==> src/rtl/loader_pkg.sv <==
// Shared definitions for the instruction loader: FSM states, error codes and
// the byte-to-word packing width.
package loader_pkg;

  typedef enum logic [2:0] {
    LEN0,
    LEN1,
    DATA,
    CSUM,
    DONE,
    ERR
  } state_t;

  localparam logic [1:0] ERR_NONE = 2'd0;
  localparam logic [1:0] ERR_LEN  = 2'd1;
  localparam logic [1:0] ERR_CSUM = 2'd2;
  localparam logic [1:0] ERR_TMO  = 2'd3;

  localparam int unsigned WORD_BYTES = 4;

endpackage

==> src/rtl/word_packer.sv <==
// Packs a little-endian byte stream into 32-bit words; word_valid_o fires
// combinationally with the byte that completes a word.
module word_packer
  import loader_pkg::*;
(
  input  logic        clk,
  input  logic        rst,
  input  logic        clear_i,
  input  logic        byte_valid_i,
  input  logic [7:0]  byte_i,
  output logic        word_valid_o,
  output logic [31:0] word_o
);

  logic [1:0]  cnt_q, cnt_d;
  logic [31:0] shreg_q, shreg_d;

  always_comb begin
    cnt_d   = cnt_q;
    shreg_d = shreg_q;
    if (clear_i) begin
      cnt_d   = '0;
      shreg_d = '0;
    end else if (byte_valid_i) begin
      cnt_d   = cnt_q + 2'd1;
      shreg_d = {byte_i, shreg_q[31:8]};
    end
  end

  always_ff @(posedge clk) begin
    if (!rst) begin
      cnt_q   <= '0;
      shreg_q <= '0;
    end else begin
      cnt_q   <= cnt_d;
      shreg_q <= shreg_d;
    end
  end

  // Earlier bytes sit in the top three lanes, so the completing byte tops them off.
  assign word_valid_o = byte_valid_i && !clear_i && (cnt_q == 2'(WORD_BYTES - 1));
  assign word_o       = {byte_i, shreg_q[31:8]};

endmodule

==> src/rtl/instr_loader.sv <==
// Framed byte-stream program loader: writes words into instruction memory and
// holds the CPU in reset until a frame with a valid checksum has landed.
module instr_loader
  import loader_pkg::*;
#(
  parameter int unsigned          ADDR_W    = 32,
  parameter logic [ADDR_W-1:0]    BASE_ADDR = '0,
  parameter int unsigned          MAX_WORDS = 64,
  parameter int unsigned          TIMEOUT   = 1000
) (
  input  logic              clk,
  input  logic              rst,
  input  logic              start,
  input  logic              in_valid,
  input  logic [7:0]        in_data,
  output logic              in_ready,
  output logic              mem_we,
  output logic [ADDR_W-1:0] mem_addr,
  output logic [31:0]       mem_wdata,
  output logic              cpu_rst,
  output logic              done,
  output logic              err,
  output logic [1:0]        err_code,
  output logic [15:0]       words_loaded
);

  localparam int unsigned IDLE_W = $clog2(TIMEOUT + 1);

  state_t              state_q, state_d;
  logic [7:0]          len_lo_q, len_lo_d;
  logic [15:0]         n_q, n_d;
  logic [15:0]         k_q, k_d;
  logic [7:0]          xor_q, xor_d;
  logic [IDLE_W-1:0]   idle_q, idle_d;
  logic [1:0]          err_code_q, err_code_d;
  logic                mem_we_q, mem_we_d;
  logic [ADDR_W-1:0]   mem_addr_q, mem_addr_d;
  logic [31:0]         mem_wdata_q, mem_wdata_d;

  logic        accept;
  logic        timed_out;
  logic        word_valid;
  logic [31:0] word;
  logic [15:0] len_full;

  assign in_ready  = rst && (state_q inside {LEN0, LEN1, DATA, CSUM});
  assign accept    = in_valid && in_ready;
  assign timed_out = (idle_q == IDLE_W'(TIMEOUT));
  assign len_full  = {in_data, len_lo_q};

  word_packer u_packer (
    .clk         (clk),
    .rst         (rst),
    .clear_i     (state_q != DATA),
    .byte_valid_i(accept),
    .byte_i      (in_data),
    .word_valid_o(word_valid),
    .word_o      (word)
  );

  always_comb begin
    state_d     = state_q;
    len_lo_d    = len_lo_q;
    n_d         = n_q;
    k_d         = k_q;
    xor_d       = xor_q;
    err_code_d  = err_code_q;
    mem_we_d    = 1'b0;
    mem_addr_d  = mem_addr_q;
    mem_wdata_d = mem_wdata_q;

    unique case (state_q)
      LEN0: begin
        if (accept) begin
          len_lo_d = in_data;
          xor_d    = xor_q ^ in_data;
          state_d  = LEN1;
        end
      end
      LEN1: begin
        if (accept) begin
          xor_d = xor_q ^ in_data;
          n_d   = len_full;
          if (len_full > 16'(MAX_WORDS)) begin
            state_d    = ERR;
            err_code_d = ERR_LEN;
          end else if (len_full == 16'd0) begin
            state_d = CSUM;
          end else begin
            state_d = DATA;
          end
        end else if (timed_out) begin
          state_d    = ERR;
          err_code_d = ERR_TMO;
        end
      end
      DATA: begin
        if (accept) begin
          xor_d = xor_q ^ in_data;
          if (word_valid) begin
            mem_we_d    = 1'b1;
            mem_addr_d  = BASE_ADDR + (ADDR_W'(k_q) << 2);
            mem_wdata_d = word;
            k_d         = k_q + 16'd1;
            if (k_q + 16'd1 == n_q) state_d = CSUM;
          end
        end else if (timed_out) begin
          state_d    = ERR;
          err_code_d = ERR_TMO;
        end
      end
      CSUM: begin
        if (accept) begin
          if (in_data == xor_q) begin
            state_d = DONE;
          end else begin
            state_d    = ERR;
            err_code_d = ERR_CSUM;
          end
        end else if (timed_out) begin
          state_d    = ERR;
          err_code_d = ERR_TMO;
        end
      end
      DONE, ERR: begin
        if (start) begin
          state_d    = LEN0;
          err_code_d = ERR_NONE;
          k_d        = '0;
          xor_d      = '0;
        end
      end
      default: state_d = LEN0;
    endcase

    // Idle time only counts while a frame is open and the state is stable.
    if (accept || (state_d != state_q) || !(state_q inside {LEN1, DATA, CSUM}))
      idle_d = '0;
    else
      idle_d = idle_q + IDLE_W'(1);
  end

  always_ff @(posedge clk) begin
    if (!rst) begin
      state_q     <= LEN0;
      len_lo_q    <= '0;
      n_q         <= '0;
      k_q         <= '0;
      xor_q       <= '0;
      idle_q      <= '0;
      err_code_q  <= ERR_NONE;
      mem_we_q    <= 1'b0;
      mem_addr_q  <= BASE_ADDR;
      mem_wdata_q <= '0;
    end else begin
      state_q     <= state_d;
      len_lo_q    <= len_lo_d;
      n_q         <= n_d;
      k_q         <= k_d;
      xor_q       <= xor_d;
      idle_q      <= idle_d;
      err_code_q  <= err_code_d;
      mem_we_q    <= mem_we_d;
      mem_addr_q  <= mem_addr_d;
      mem_wdata_q <= mem_wdata_d;
    end
  end

  assign mem_we       = mem_we_q;
  assign mem_addr     = mem_addr_q;
  assign mem_wdata    = mem_wdata_q;
  assign done         = (state_q == DONE);
  assign err          = (state_q == ERR);
  assign cpu_rst      = (state_q != DONE);
  assign err_code     = err_code_q;
  assign words_loaded = k_q;

endmodule

==> config.mk <==
export PLATFORM = sky130hd
export DESIGN_NAME = instr_loader
export DESIGN_NICKNAME = d
export VERILOG_FILES = /design/src/rtl/loader_pkg.sv /design/src/rtl/word_packer.sv /design/src/rtl/instr_loader.sv
export SDC_FILE = /design/constraint.sdc
export NUM_CORES = 1
export LEC_CHECK = 0
export ABC_AREA = 1
export CORE_ASPECT_RATIO = 1.75
export CORE_MARGIN = 2
export CORE_UTILIZATION = 55
export DETAILED_ROUTE_END_ITERATION = 7
export DONT_BUFFER_PORTS = 1
export PLACE_DENSITY = 0.7
export SYNTH_ARGS = -nofsm -noshare
export SYNTH_HDL_FRONTEND = slang
export SYNTH_SLANG_ARGS = --single-unit
==> constraint.sdc <==
create_clock -name clk -period 2 [get_ports clk]
set_input_delay 0.6 -clock clk [delete_from_list [all_inputs] [get_ports clk]]
set_output_delay 0.6 -clock clk [all_outputs]
set_load 0.02 [all_outputs]
* After elaboration in Yosys (flattened, before gate mapping)
Index checks and enable logic that the tools add are counted.
** Word-level totals
- Input port bits :: 12
- Bits in registers :: 146
** Cells by class
- Order comparisons :: 1
- Bitwise gates (word level) :: 2
- Equal/unequal tests :: 19
- Reduce and logical (&&, ||, !) cells :: 26
- Add/subtract/negate cells :: 3
- Mux-type cells :: 28
** Operators by type and width (count)
- 2-to-1 mux 16 bit :: 3
- case mux 16 bit (2 select lines) :: 1
- 2-to-1 mux 3 bit :: 9
- adder 16 x 1 -> 16 bit, second input constant :: 1
- == test 16 bit :: 1
- > comparator 16 x 7 -> 1 bit, second input constant :: 1
- logical NOT 16 bit :: 1
- 2-to-1 mux 8 bit :: 2
- case mux 8 bit (2 select lines) :: 1
- case mux 3 bit (5 select lines) :: 1
- 2-to-1 mux 2 bit :: 7
- adder 10 x 1 -> 10 bit, second input constant :: 1
- == test 10 bit, second input constant :: 1
- AND reduction 3 bit :: 3
- == test 8 bit :: 1
- case mux 2 bit (4 select lines) :: 1
- nonzero test 4 bit :: 2
- bitwise XOR 8 bit :: 1
- == test 3 x 2 -> 1 bit, second input constant :: 2
- == test 3 bit, second input constant :: 2
- != test 2 bit, second input constant :: 3
- != test 3 x 2 -> 1 bit, second input constant :: 2
- != test 3 bit, second input constant :: 2
- OR reduction 2 bit :: 3
- 17 further kinds :: 27

* Longest topological paths before layout
- Word-level depth :: 13
- Gate-level depth with buffers :: 17

* Hierarchy
A second synthesis with hierarchy kept.
** Second synthesis, totals
- Cell total of the unflattened synthesis :: 854
- Area, all modules :: 6203.4 µm²
** By module, submodules not included
- instr_loader :: area each 5158.7 µm², instances 1, cells each 727
- word_packer :: area each 1044.8 µm², instances 1, cells each 127

* Least setup slack after synthesis
No wires, ideal clock.
- Path type :: register to register
- Start point :: reg k_q[1], in the netlist words_loaded[1]
- End point :: reg state_q[0]
- Period minus slack after synthesis :: 1911 ps
- Data required time :: 1944 ps
- Arrival :: 1856 ps
- Path buffers :: 0
- Stages on the path, launching flop included :: 16
- Path slack :: 89 ps
- Cell sequence :: dfxtp_1 -> ha_1 -> nand2_1 -> nor2_4 -> nand3_1 -> nand2_1 -> nand2_1 -> nand2_1 -> nand3_1 -> nor3_2 -> nand2_1 -> nand2_1 -> nand3_1 -> nand3_1 -> nand2_1 -> inv_1
** On the way
- Cells in the longest elaborated chain, start to end :: 6
** Ends and longest elaborated chain
- start: declaration :: line instr_loader.sv:32 : logic [15:0] k_q, k_d;
- start signal: assignment :: line instr_loader.sv:159 : k_q <= k_d;
- adder 16 x 1 -> 16 bit :: line instr_loader.sv:105 : if (k_q + 16'd1 == n_q) state_d = CSUM;
- == test 16 bit :: line instr_loader.sv:105
- 2-to-1 mux 3 bit :: line instr_loader.sv:105
- 2-to-1 mux 3 bit :: line instr_loader.sv:100 : if (word_valid) begin
- 2-to-1 mux 3 bit :: line instr_loader.sv:98 : if (accept) begin
- case mux 3 bit (5 select lines) :: line instr_loader.sv:72 : unique case (state_q)
- end signal: assignment :: line instr_loader.sv:156 : state_q <= state_d;
- end: declaration :: line instr_loader.sv:29 : state_t state_q, state_d;
Every way passes these cells.
A chain may end at the register's enable or synchronous reset.

* Final worst setup path
- Start point :: reg state_q[1]
- End point :: out err
** On the way
- Cells in the longest elaborated chain, start to end :: 1
** Ends and longest elaborated chain
- == test 3 bit :: line instr_loader.sv:173 : assign err = (state_q == ERR);
- end: declaration :: line instr_loader.sv:22 : output logic err,
Every way passes these cells.

==> impl_metrics.tcl <==
set metrics [dict create \
    p_sw_share_pct 23.40 \
    htreeDepth 4 \
    slowest_stage "dfxtp_1" \
    vias 5577 \
    cts_tree "done" \
    grt.overflow.total 0 \
    cts-hold-fix-buffers 0 \
    synthToLayoutAreaGrowth_pct 16.59 \
    skew_ns 0.008950 \
    maxCapViolations 0 \
    post_dp_cell_area_sq_um 6406 \
    status "finished with violations" \
    chipHeight_um 143.9 \
    synth_edf_count 0 \
    cp-endpoint "err" \
    yosys.cell_count.top_type "nand2_1" \
    max_slew_margin_pct 64.77 \
    synth_top_flop_cell "dfxtp_1" \
    drive_above_1_share_pct 14.13 \
    antenna_found_initial 0 \
    regToRegSetupSlack_ns 0.13 \
    syn-instance-count 847 \
    grt_pass1_vias 5425 \
    rows 51 \
    die_area_sq_um 12090 \
    power_per_cell_area_nw_per_um2 886.7 \
    worstPathArrival_ns 1.40 \
    fin_crit_sh_pct 100.2 \
    post-route-min-period_ns 2.004 \
    viasPerCell 5.446 \
    drcViolationCount 0 \
    grtUsageTotal_pct 26.61 \
    grt_max_degree 77 \
    final_cell_area_sq_um 7176 \
    p_leak_nw 2.930 \
    crit_path_start_kind "flip-flop" \
    worstSkewPairLatency_ns 0.41 \
    p_switching_w 0.001489 \
    core_area_sq_um 11040 \
    grt_pass1_wl_um 25510 \
    synth_cell_type_count 36 \
    max_freq_ghz 0.4990 \
    tightestPinTransition_ns 0.5278 \
    wl_per_cell_um 15.58 \
    peakVddDrop_mv 0.8534 \
    sequentialPowerShare_pct 44.3 \
    synth_top_area_share_pct 44.89 \
    timing.rr.start "state_q[1]" \
    worstSetupPathType "flip-flop to output port" \
    cts.sink_count 138 \
    crit_chain "buf_4, nor2_4, inv_2, nor2_2" \
    ys_warn_count 0 \
    synth_top_area_cell "dfxtp_1" \
    slowest_delay_ns 0.36 \
    fin_ws_ns -0.004190 \
    syn_avg_cell_area_sq_um 7.266 \
    rsz0062_at_grt "yes" \
    synthArstFlopShare_pct 0 \
    power_frac_comb_pct 4.7 \
    worstPathMaxFanout 5 \
    gp_congestion 0.9000 \
    internal_power_w 0.004874 \
    drt_pass1_iterations 5 \
    r2r_cells 11 \
    initial_core_util_pct 55.75 \
    ys_seq_elements 138 \
    setup.worst_path.start "state_q[1]" \
    synth_area_leaders "dfxtp_1, nand2_1, nor2_1" \
    synthTopCellsByCount "nand2_1, dfxtp_1, nor2_1" \
    hp-class "primary input to flip-flop" \
    nets 895 \
    hold_ws_ns 0.3135 \
    drv_slew 0 \
    reg2reg_to "words_loaded[11]" \
    cp.required_ns 1.40 \
    num_antenna_cells 0 \
    clk_pin_slew_ns 0.06 \
    io_buffer_count 0 \
    fp.dieW_um 83.97 \
    clockBufferDepth 2 \
    ios 99 \
    drtIter0Drc 261 \
    ys_seq_area_share_pct 44.89 \
    dpl.hpwl_um 11560 \
    syn_area_sq_um 6155 \
    ant_nets 0 \
    numCtsBuffers 17 \
    hold_viol 0 \
    critPathCaptureType "output port" \
    power.share.clock_pct 51.0 \
    violations "negative setup slack" \
    finalSetupViolCount 1 \
    cts-root-buf "clkbuf_16" \
    wirelength_um 15960 \
]
## cell families (layout without fill, tap and decap cells)
| family | Yosys count | count (layout) | synth area share (%) |
|---|---|---|---|
| simple gates | 374 | 375 | 26.27 |
| compound gates | 178 | 178 | 15.15 |
| flops | 138 | 138 | 44.89 |
| buf+inv | 130 | 159 | 9.250 |
| xor+xnor | 22 | 22 | 3.578 |
| fa+ha+maj | 4 | 4 | 0.8132 |
| other cells | 1 | 16 | 0.06093 |
## sequential cells by signal, indices dropped and copies added (netlist names)
register and cells:
mem_wdata 32, u_packer.shreg_q 24, mem_addr 16, n_q 16
words_loaded 16, idle_q 10, len_lo_q 8, xor_q 8
state_q 3, err_code 2, u_packer.cnt_q 2, mem_we 1
## power groups by stage
stage | registers (W) | clock network [W] | logic [W]
2_1_floorplan | 0.00287 | 0 | 0.000256
3_3_place_gp | 0.00288 | 0 | 0.000286
3_5_place_dp | 0.00288 | 0 | 0.000293
4_1_cts | 0.00282 | 0.00328 | 0.000296
5_1_grt | 0.00282 | 0.00340 | 0.000335
6_report | 0.00282 | 0.00325 | 0.000299
## cell type report
class	instances	area, sq um
repair buffers	48	376.6
clock inverters	15	188.9
multi-input cells	595	2948
inverters	79	299.0
clock buffers	17	425.4
well taps	132	165.2
fillers	1012	3864
flip-flops and latches	138	2773
## metrics by stage
step	util, %	instances	total power, W	setup WS [ns]	TNS, ns
2_1_floorplan	-	862	0.003126	0.08853	0
3_3_place_gp	58.03	983	0.003163	-0.01251	-0.01251
3_5_place_dp	58.03	983	0.003172	-0.04764	-0.09720
4_1_cts	63.65	1015	0.006400	0.003216	0
5_1_grt	65.00	1024	0.006554	-0.09296	-0.2132
6_report	65.00	1024	0.006363	-0.004190	-0.004190
## what timing repair did
| item | in CTS | in global routing |
|---|---|---|
| pin swaps | 1 | 7 |
| gates resized for setup | 3 | 23 |
| gates cloned | 0 | 1 |
| setup endpoints to repair | 4 | 20 |
| setup buffers | 0 | 8 |
## placed cells by master (no fill, tap or decap), types with 3 or more instances in the layout
cell        netlist  final
nand3_1          49     47
bufinv_16         0      3
ha_1              4      3
clkbuf_16         0     17
xnor2_1          10     10
nand2_2           3      8
nor2_2            2      8
conb_1            1     16
inv_2             3      5
a211oi_1          3      3
nand2_1         154    149
nor2_4            8      9
a21oi_1          82     82
nor3_1            8      8
inv_1            74     72
xor2_1           10     10
dfxtp_1         138    134
nand4_1          11     11
o21ai_0          86     86
clkinvlp_4        0      4
inv_6             0      5
nor2_1          133    127
buf_4            18     46
## worst min path at each step
stage                   start          to  cells past startpoint
floorplan           idle_q[0]   idle_q[0]                      1
global placement    idle_q[0]   idle_q[0]                      1
detailed placement  idle_q[0]   idle_q[0]                      1
CTS                       rst  state_q[2]                      2
global route              rst  state_q[2]                      2
finish                    rst  state_q[2]                      2
## layer usage
metal	vias to the layer above	share of wire [%]	global-route usage [%]
li1	2780	-	-
met2	151	55	51.83
met4	0	4.4	13.92
met3	48	3.9	5.629
met1	2598	36	25.80
met5	-	0	0
## critical path, delay by kind of cell, from the launching register on
kind,cells,cell delay [ns]
AND/OR/NAND/NOR,2,0.40
buffers and inverters,2,0.23
flip-flops,1,0.36
Note: power is estimated with default switching activity, not from simulation.
==> RTL edit 1: new RTL, same flow settings <==
Set the parameter `TIMEOUT` to 4000 (it was 1000).
--- a/src/rtl/instr_loader.sv
+++ b/src/rtl/instr_loader.sv
@@ -6,7 +6,7 @@
   parameter int unsigned          ADDR_W    = 32,
   parameter logic [ADDR_W-1:0]    BASE_ADDR = '0,
   parameter int unsigned          MAX_WORDS = 64,
-  parameter int unsigned          TIMEOUT   = 1000
+  parameter int unsigned          TIMEOUT   = 4000
 ) (
   input  logic              clk,
   input  logic              rst,
Formal check against the unedited RTL: no difference found for any inputs over 4 cycles, from zero or initial values and one cycle with rst low; that may be too few to reach the edited logic, so the function may still have changed.
==> RTL edit 1 against the original RTL <==
Area after synthesis grew 0.53%; total power shrank 4.3%; synthesized cell count shrank 0.94%; sequential share of layout area grew 0.55 points; final area is essentially flat; core utilization is essentially flat; worst setup slack gained 87 ps; first-iteration DRC count grew 13%; non-clock buffer count grew 1; global-route usage shrank 0.26 points; sequential cell count grew 2; wire length grew 1.0%.
==> RTL edit 1: results (changes against the original RTL) <==
| Metric | Value |
|---|---|
| Worst r2r src | `state_q[2]$_SDFF_PN0_` |
| GR Util met2 | `0.4883 (-0.03001)` |
| # fillers | `968 (-4.3%)` |
| Sequential share of power | `0.469 (+0.026)` |
| Hold WS | `321.6 ps (+8.059 ps)` |
| Share of post-route cells with drive strength above 1 | `0.1586 (+0.01729)` |
| Max Clock Skew | `10.24 ps (+1.293 ps)` |
| Ys Warns | `0 (unchanged)` |
| Detailed Route Iter0 Violations | `295 (+13%)` |
| Final WS setup | `82.74 ps (+86.93 ps)` |
| Total GRT Usage | `0.2636 (-0.002562)` |
| Reg-to-reg endpoint | `idle_q[5]$_SDFF_PP0_` |
| Yosys cell types | `37 (+2.8%)` |
| Placed Instance Area | `6461 um^2 (+0.86%)` |
| Crit-path leading delay family | `flip-flops` |
| Dpl hpwl | `11.30 mm (-2.3%)` |
| Initial antenna violation count | `1 (+1)` |
| Vias | `5,619 (+0.75%)` |
| Synthesized instance count | `839 (-0.94%)` |
| R2r setup slk | `110 ps (-20 ps)` |
| Status | `complete, no violations` |
| Worst EP arrival | `1320 ps (-80 ps)` |
| Reg2reg path depth | `4 (-7)` |
| Dpl cells | `977 (-0.61%)` |
| First-pass GRT wire length | `25.47 mm (-0.16%)` |
| Via density | `5.536 (+1.6%)` |
| GPL Wtd Cong | `0.8877 (-1.4%)` |
| Slew headroom | `0.3026 (-0.3452)` |
| Hold Crit Endpoint | `state_q[0]$_SDFF_PN0_` |
| Cell area power density | `848.5 nW/um^2 (-4.3%)` |
| Sw power | `1.536 mW (+3.1%)` |
| Final core occ | `0.6503 (about the same)` |
| Vias in the first global route | `5,431 (+0.11%)` |
| Synth cell count leaders | `nand2_1 (143), dfxtp_1 (140), a21oi_1 (104), nor2_1 (98), o21ai_0 (91)` |
| Post-synthesis sequential area ratio | `0.4530 (+0.004111)` |
| Crit-path max cell delay | `360 ps (about the same)` |
| Pre-CTS worst setup slack | `-77.96 ps (-30.32 ps)` |
| CP max-delay cell | `dfxtp_2` |
| Pleak | `2.873 nW (-1.9%)` |
| Maximum VDD drop | `0.6973 mV (-18%)` |
| Synth top area cells | `dfxtp_1 (45%), nand2_1 (8.7%), a21oi_1 (8.4%), o21ai_0 (7.4%), nor2_1 (5.9%)` |
| GR Util met3 | `0.05879 (+0.002500)` |
| GRT met1 Usage | `0.2792 (+0.02123)` |
| Clock power frac | `0.480 (-0.030)` |
| WL/cell | `15.88 um (+1.9%)` |
| Nets | `886 (-1.0%)` |
| Max Fanout on Critical Path | `4 (-1)` |
RTL edit 1: cell types whose count changed in the layout (fill, tap and decap cells not counted), sizes merged, moves of 2 or more:
cell and change:
nand3b +2, a21oi +23, nand2 -11, nor2 -37, o221a -2, bufinv -3
nand3 +5, o21ai +5, dfxtp +2, inv +7
RTL edit 1: how the worst max path moves through the flow:
stage,startpoint,endpoint
after floorplan,rst,in_ready
after global placement,rst,state_q[0]$_SDFF_PN0_
after detailed placement,rst,state_q[0]$_SDFF_PN0_
after CTS,state_q[1]$_SDFF_PN0_,err
after global routing,words_loaded[1]$_SDFFE_PN0P_,state_q[0]$_SDFF_PN0_
final,state_q[2]$_SDFF_PN0_,err
RTL edit 1: cell families after synthesis:
family	after synthesis	synth area share
AOI/OAI and AO/OA	203	0.1674
xor gates and xnor gates	22	0.03337
adders and majority gates	4	0.008089
buffers and inverters	135	0.09848
DFF	140	0.4530
other	1	0.0006061
and+or+nand+nor	334	0.2390
RTL edit 1: layout make-up:
cell class / count / area share
Multi-Input combinational cell: 580 / 0.4113
Tap cell: 132 / 0.02300
Inverter: 82 / 0.04357
Clock buffer: 17 / 0.05925
Sequential cell: 140 / 0.3919
Timing Repair Buffer: 49 / 0.05350
Clock inverter: 15 / 0.01743
RTL edit 1: layer usage:
layer / part of all wire / routed length, um / up-vias
met3: 0.057 / 924 / 34
met2: 0.54 / 8639 / 197
met1: 0.38 / 6091 / 2605
met4: 0.028 / 444 / 2
met5: 0.00093 / 15 / -
li1: - / - / 2781
RTL edit 1: worst reg2reg max path, stage by stage (launching register included):
cell     delay, ps
dfxtp_2        340
buf_4          170
nor4_1         890
nand3_2        280
nor2_1         150
RTL edit 1: repair_timing:
action,in CTS,in global routing
gates resized for setup,3,36
setup buffers,1,4
endpoints found under the setup margin,3,19
gates cloned,0,1
pin swaps,1,7
==> RTL edit 2: new RTL, same flow settings <==
Made on the original files. `shreg_q` no longer has a reset.
--- a/src/rtl/word_packer.sv
+++ b/src/rtl/word_packer.sv
@@ -30,11 +30,13 @@
   always_ff @(posedge clk) begin
     if (!rst) begin
       cnt_q   <= '0;
-      shreg_q <= '0;
     end else begin
       cnt_q   <= cnt_d;
-      shreg_q <= shreg_d;
     end
+  end
+
+  always_ff @(posedge clk) begin
+    shreg_q <= shreg_d;
   end
 
   // Earlier bytes sit in the top three lanes, so the completing byte tops them off.
Formal check against the unedited RTL: no difference found for any inputs over 4 cycles, from zero or initial values and one cycle with rst low; that may be too few to reach the edited logic, so the function may still have changed.
==> RTL edit 2 against the original RTL <==
Total power shrank 1.6%; area after synthesis shrank 3.2%; final area shrank 2.9%; critical path depth grew 1; wire length grew 0.97%; synthesized cell count shrank 7.0%; largest cell class is now flip-flops and latches; combinational power grew 4%; sequential power is essentially flat; sequential cell count is the same; clock power shrank 4%; worst setup slack gained 69 ps; count of clock-buffer cells in the layout grew 1.
==> RTL edit 2: results (changes against the original RTL) <==
| Metric | Value |
|---|---|
| Status | `complete, no violations` |
| Resized cells post-CTS | `4 (+1)` |
| Pleak | `2.744 nW (-6.4%)` |
| # fillers | `912 (-9.9%)` |
| Detailed Route Iter0 Violations | `273 (+4.6%)` |
| Reg-to-reg endpoint | `state_q[0]$_SDFF_PN0_` |
| Reg2reg path depth | `14 (+3)` |
| GR Util met2 | `0.5059 (-0.01237)` |
| Fin cells | `964 (-5.9%)` |
| Vias in the first global route | `5,194 (-4.3%)` |
| Power Internal | `4.758 mW (-2.4%)` |
| Worst r2r src | `words_loaded[4]$_SDFFE_PN0P_` |
| GR Util met3 | `0.05216 (-0.004127)` |
| Dpl hpwl | `11.10 mm (-4.0%)` |
| Hold Crit Endpoint | `mem_addr[12]$_SDFFE_PN0P_` |
| Max Fanout on Critical Path | `9 (+4)` |
| Post-synthesis sequential area ratio | `0.4639 (+0.01499)` |
| GPL Wtd Cong | `0.9199 (+2.2%)` |
| Worst EP arrival | `1340 ps (-60 ps)` |
| Final wirelength | `16.11 mm (+0.97%)` |
| Max Clock Skew | `6.896 ps (-2.055 ps)` |
| Nets | `837 (-6.5%)` |
| Share of post-route cells with drive strength above 1 | `0.1355 (-0.005764)` |
| Synth top area cells | `dfxtp_1 (46%), nand2_1 (7.9%), inv_1 (5.7%), nor2_1 (5.7%), a21oi_1 (5.7%)` |
| GRT met1 Usage | `0.2880 (+0.03007)` |
| Total GRT Usage | `0.2807 (+0.01458)` |
| Dpl cells | `928 (-5.6%)` |
| Crit path launch | `state_q[2]$_SDFF_PN0_` |
| Met2 WL | `8.834 mm (about the same)` |
| Met3 Routed Length | `660 um (+5.4%)` |
| Synth cell count leaders | `dfxtp_1 (138), nand2_1 (126), inv_1 (91), nor2_1 (91), a21oi_1 (68)` |
| Hold WS | `319.6 ps (+6.090 ps)` |
| Setup repair bufs after CTS | `2 (+2)` |
| Wl on met1 | `5.838 mm (+0.78%)` |
| Via density | `5.594 (+2.7%)` |
| Maximum VDD drop | `0.6984 mV (-18%)` |
| Pre-CTS worst setup slack | `-39.36 ps (+8.274 ps)` |
| First-pass GRT wire length | `24.94 mm (-2.2%)` |
RTL edit 2: power by group through the flow:
stage	Sequential (mW)	Combinational (mW)	Clock (mW)
2_1_floorplan	2.89	0.247	0
3_3_place_gp	2.89	0.294	0
3_5_place_dp	2.89	0.300	0
4_1_cts	2.83	0.306	3.16
5_1_grt	2.83	0.342	3.28
6_report	2.83	0.310	3.12
RTL edit 2: worst max path at each step:
stage / slack (ps) / endpoint / cells past startpoint
detailed placement: -40 / err_code[0]$_SDFFE_PN0P_ / 12
global route: -60 / state_q[0]$_SDFF_PN0_ / 13
floorplan: 5 / xor_q[1]$_SDFFE_PN0P_ / 10
finish: 60 / err / 5
global placement: -40 / err_code[0]$_SDFFE_PN0P_ / 12
CTS: 30 / err_code[0]$_SDFFE_PN0P_ / 12
RTL edit 2: kinds of logic (layout without fill, tap and decap cells):
kind of cell	after synthesis	in the layout	synth area share
simple gates	293	293	0.2130
compound gates	188	188	0.1824
buf+inv	148	179	0.1082
flops	138	138	0.4639
xor+xnor	16	16	0.02353
fa+ha+maj	4	4	0.008404
other cells	1	16	0.0006296
RTL edit 2: worst max-delay path, cell delays in order, from the launching register on:
cell and delay, ps:
dfxtp_4 350, inv_2 60, nor2_2 150, inv_4 100, nor2_2 110, buf_4 150
RTL edit 2: layout make-up:
class | instances | area (um^2) | share of cell area
flip-flops and latches | 138 | 2769 | 0.3973
multi-input cells | 517 | 2633 | 0.3777
repair buffers | 49 | 440.4 | 0.06320
clock buffers | 18 | 429.2 | 0.06158
inverters | 98 | 372.9 | 0.05350
clock inverters | 14 | 162.7 | 0.02334
well taps | 130 | 162.7 | 0.02334
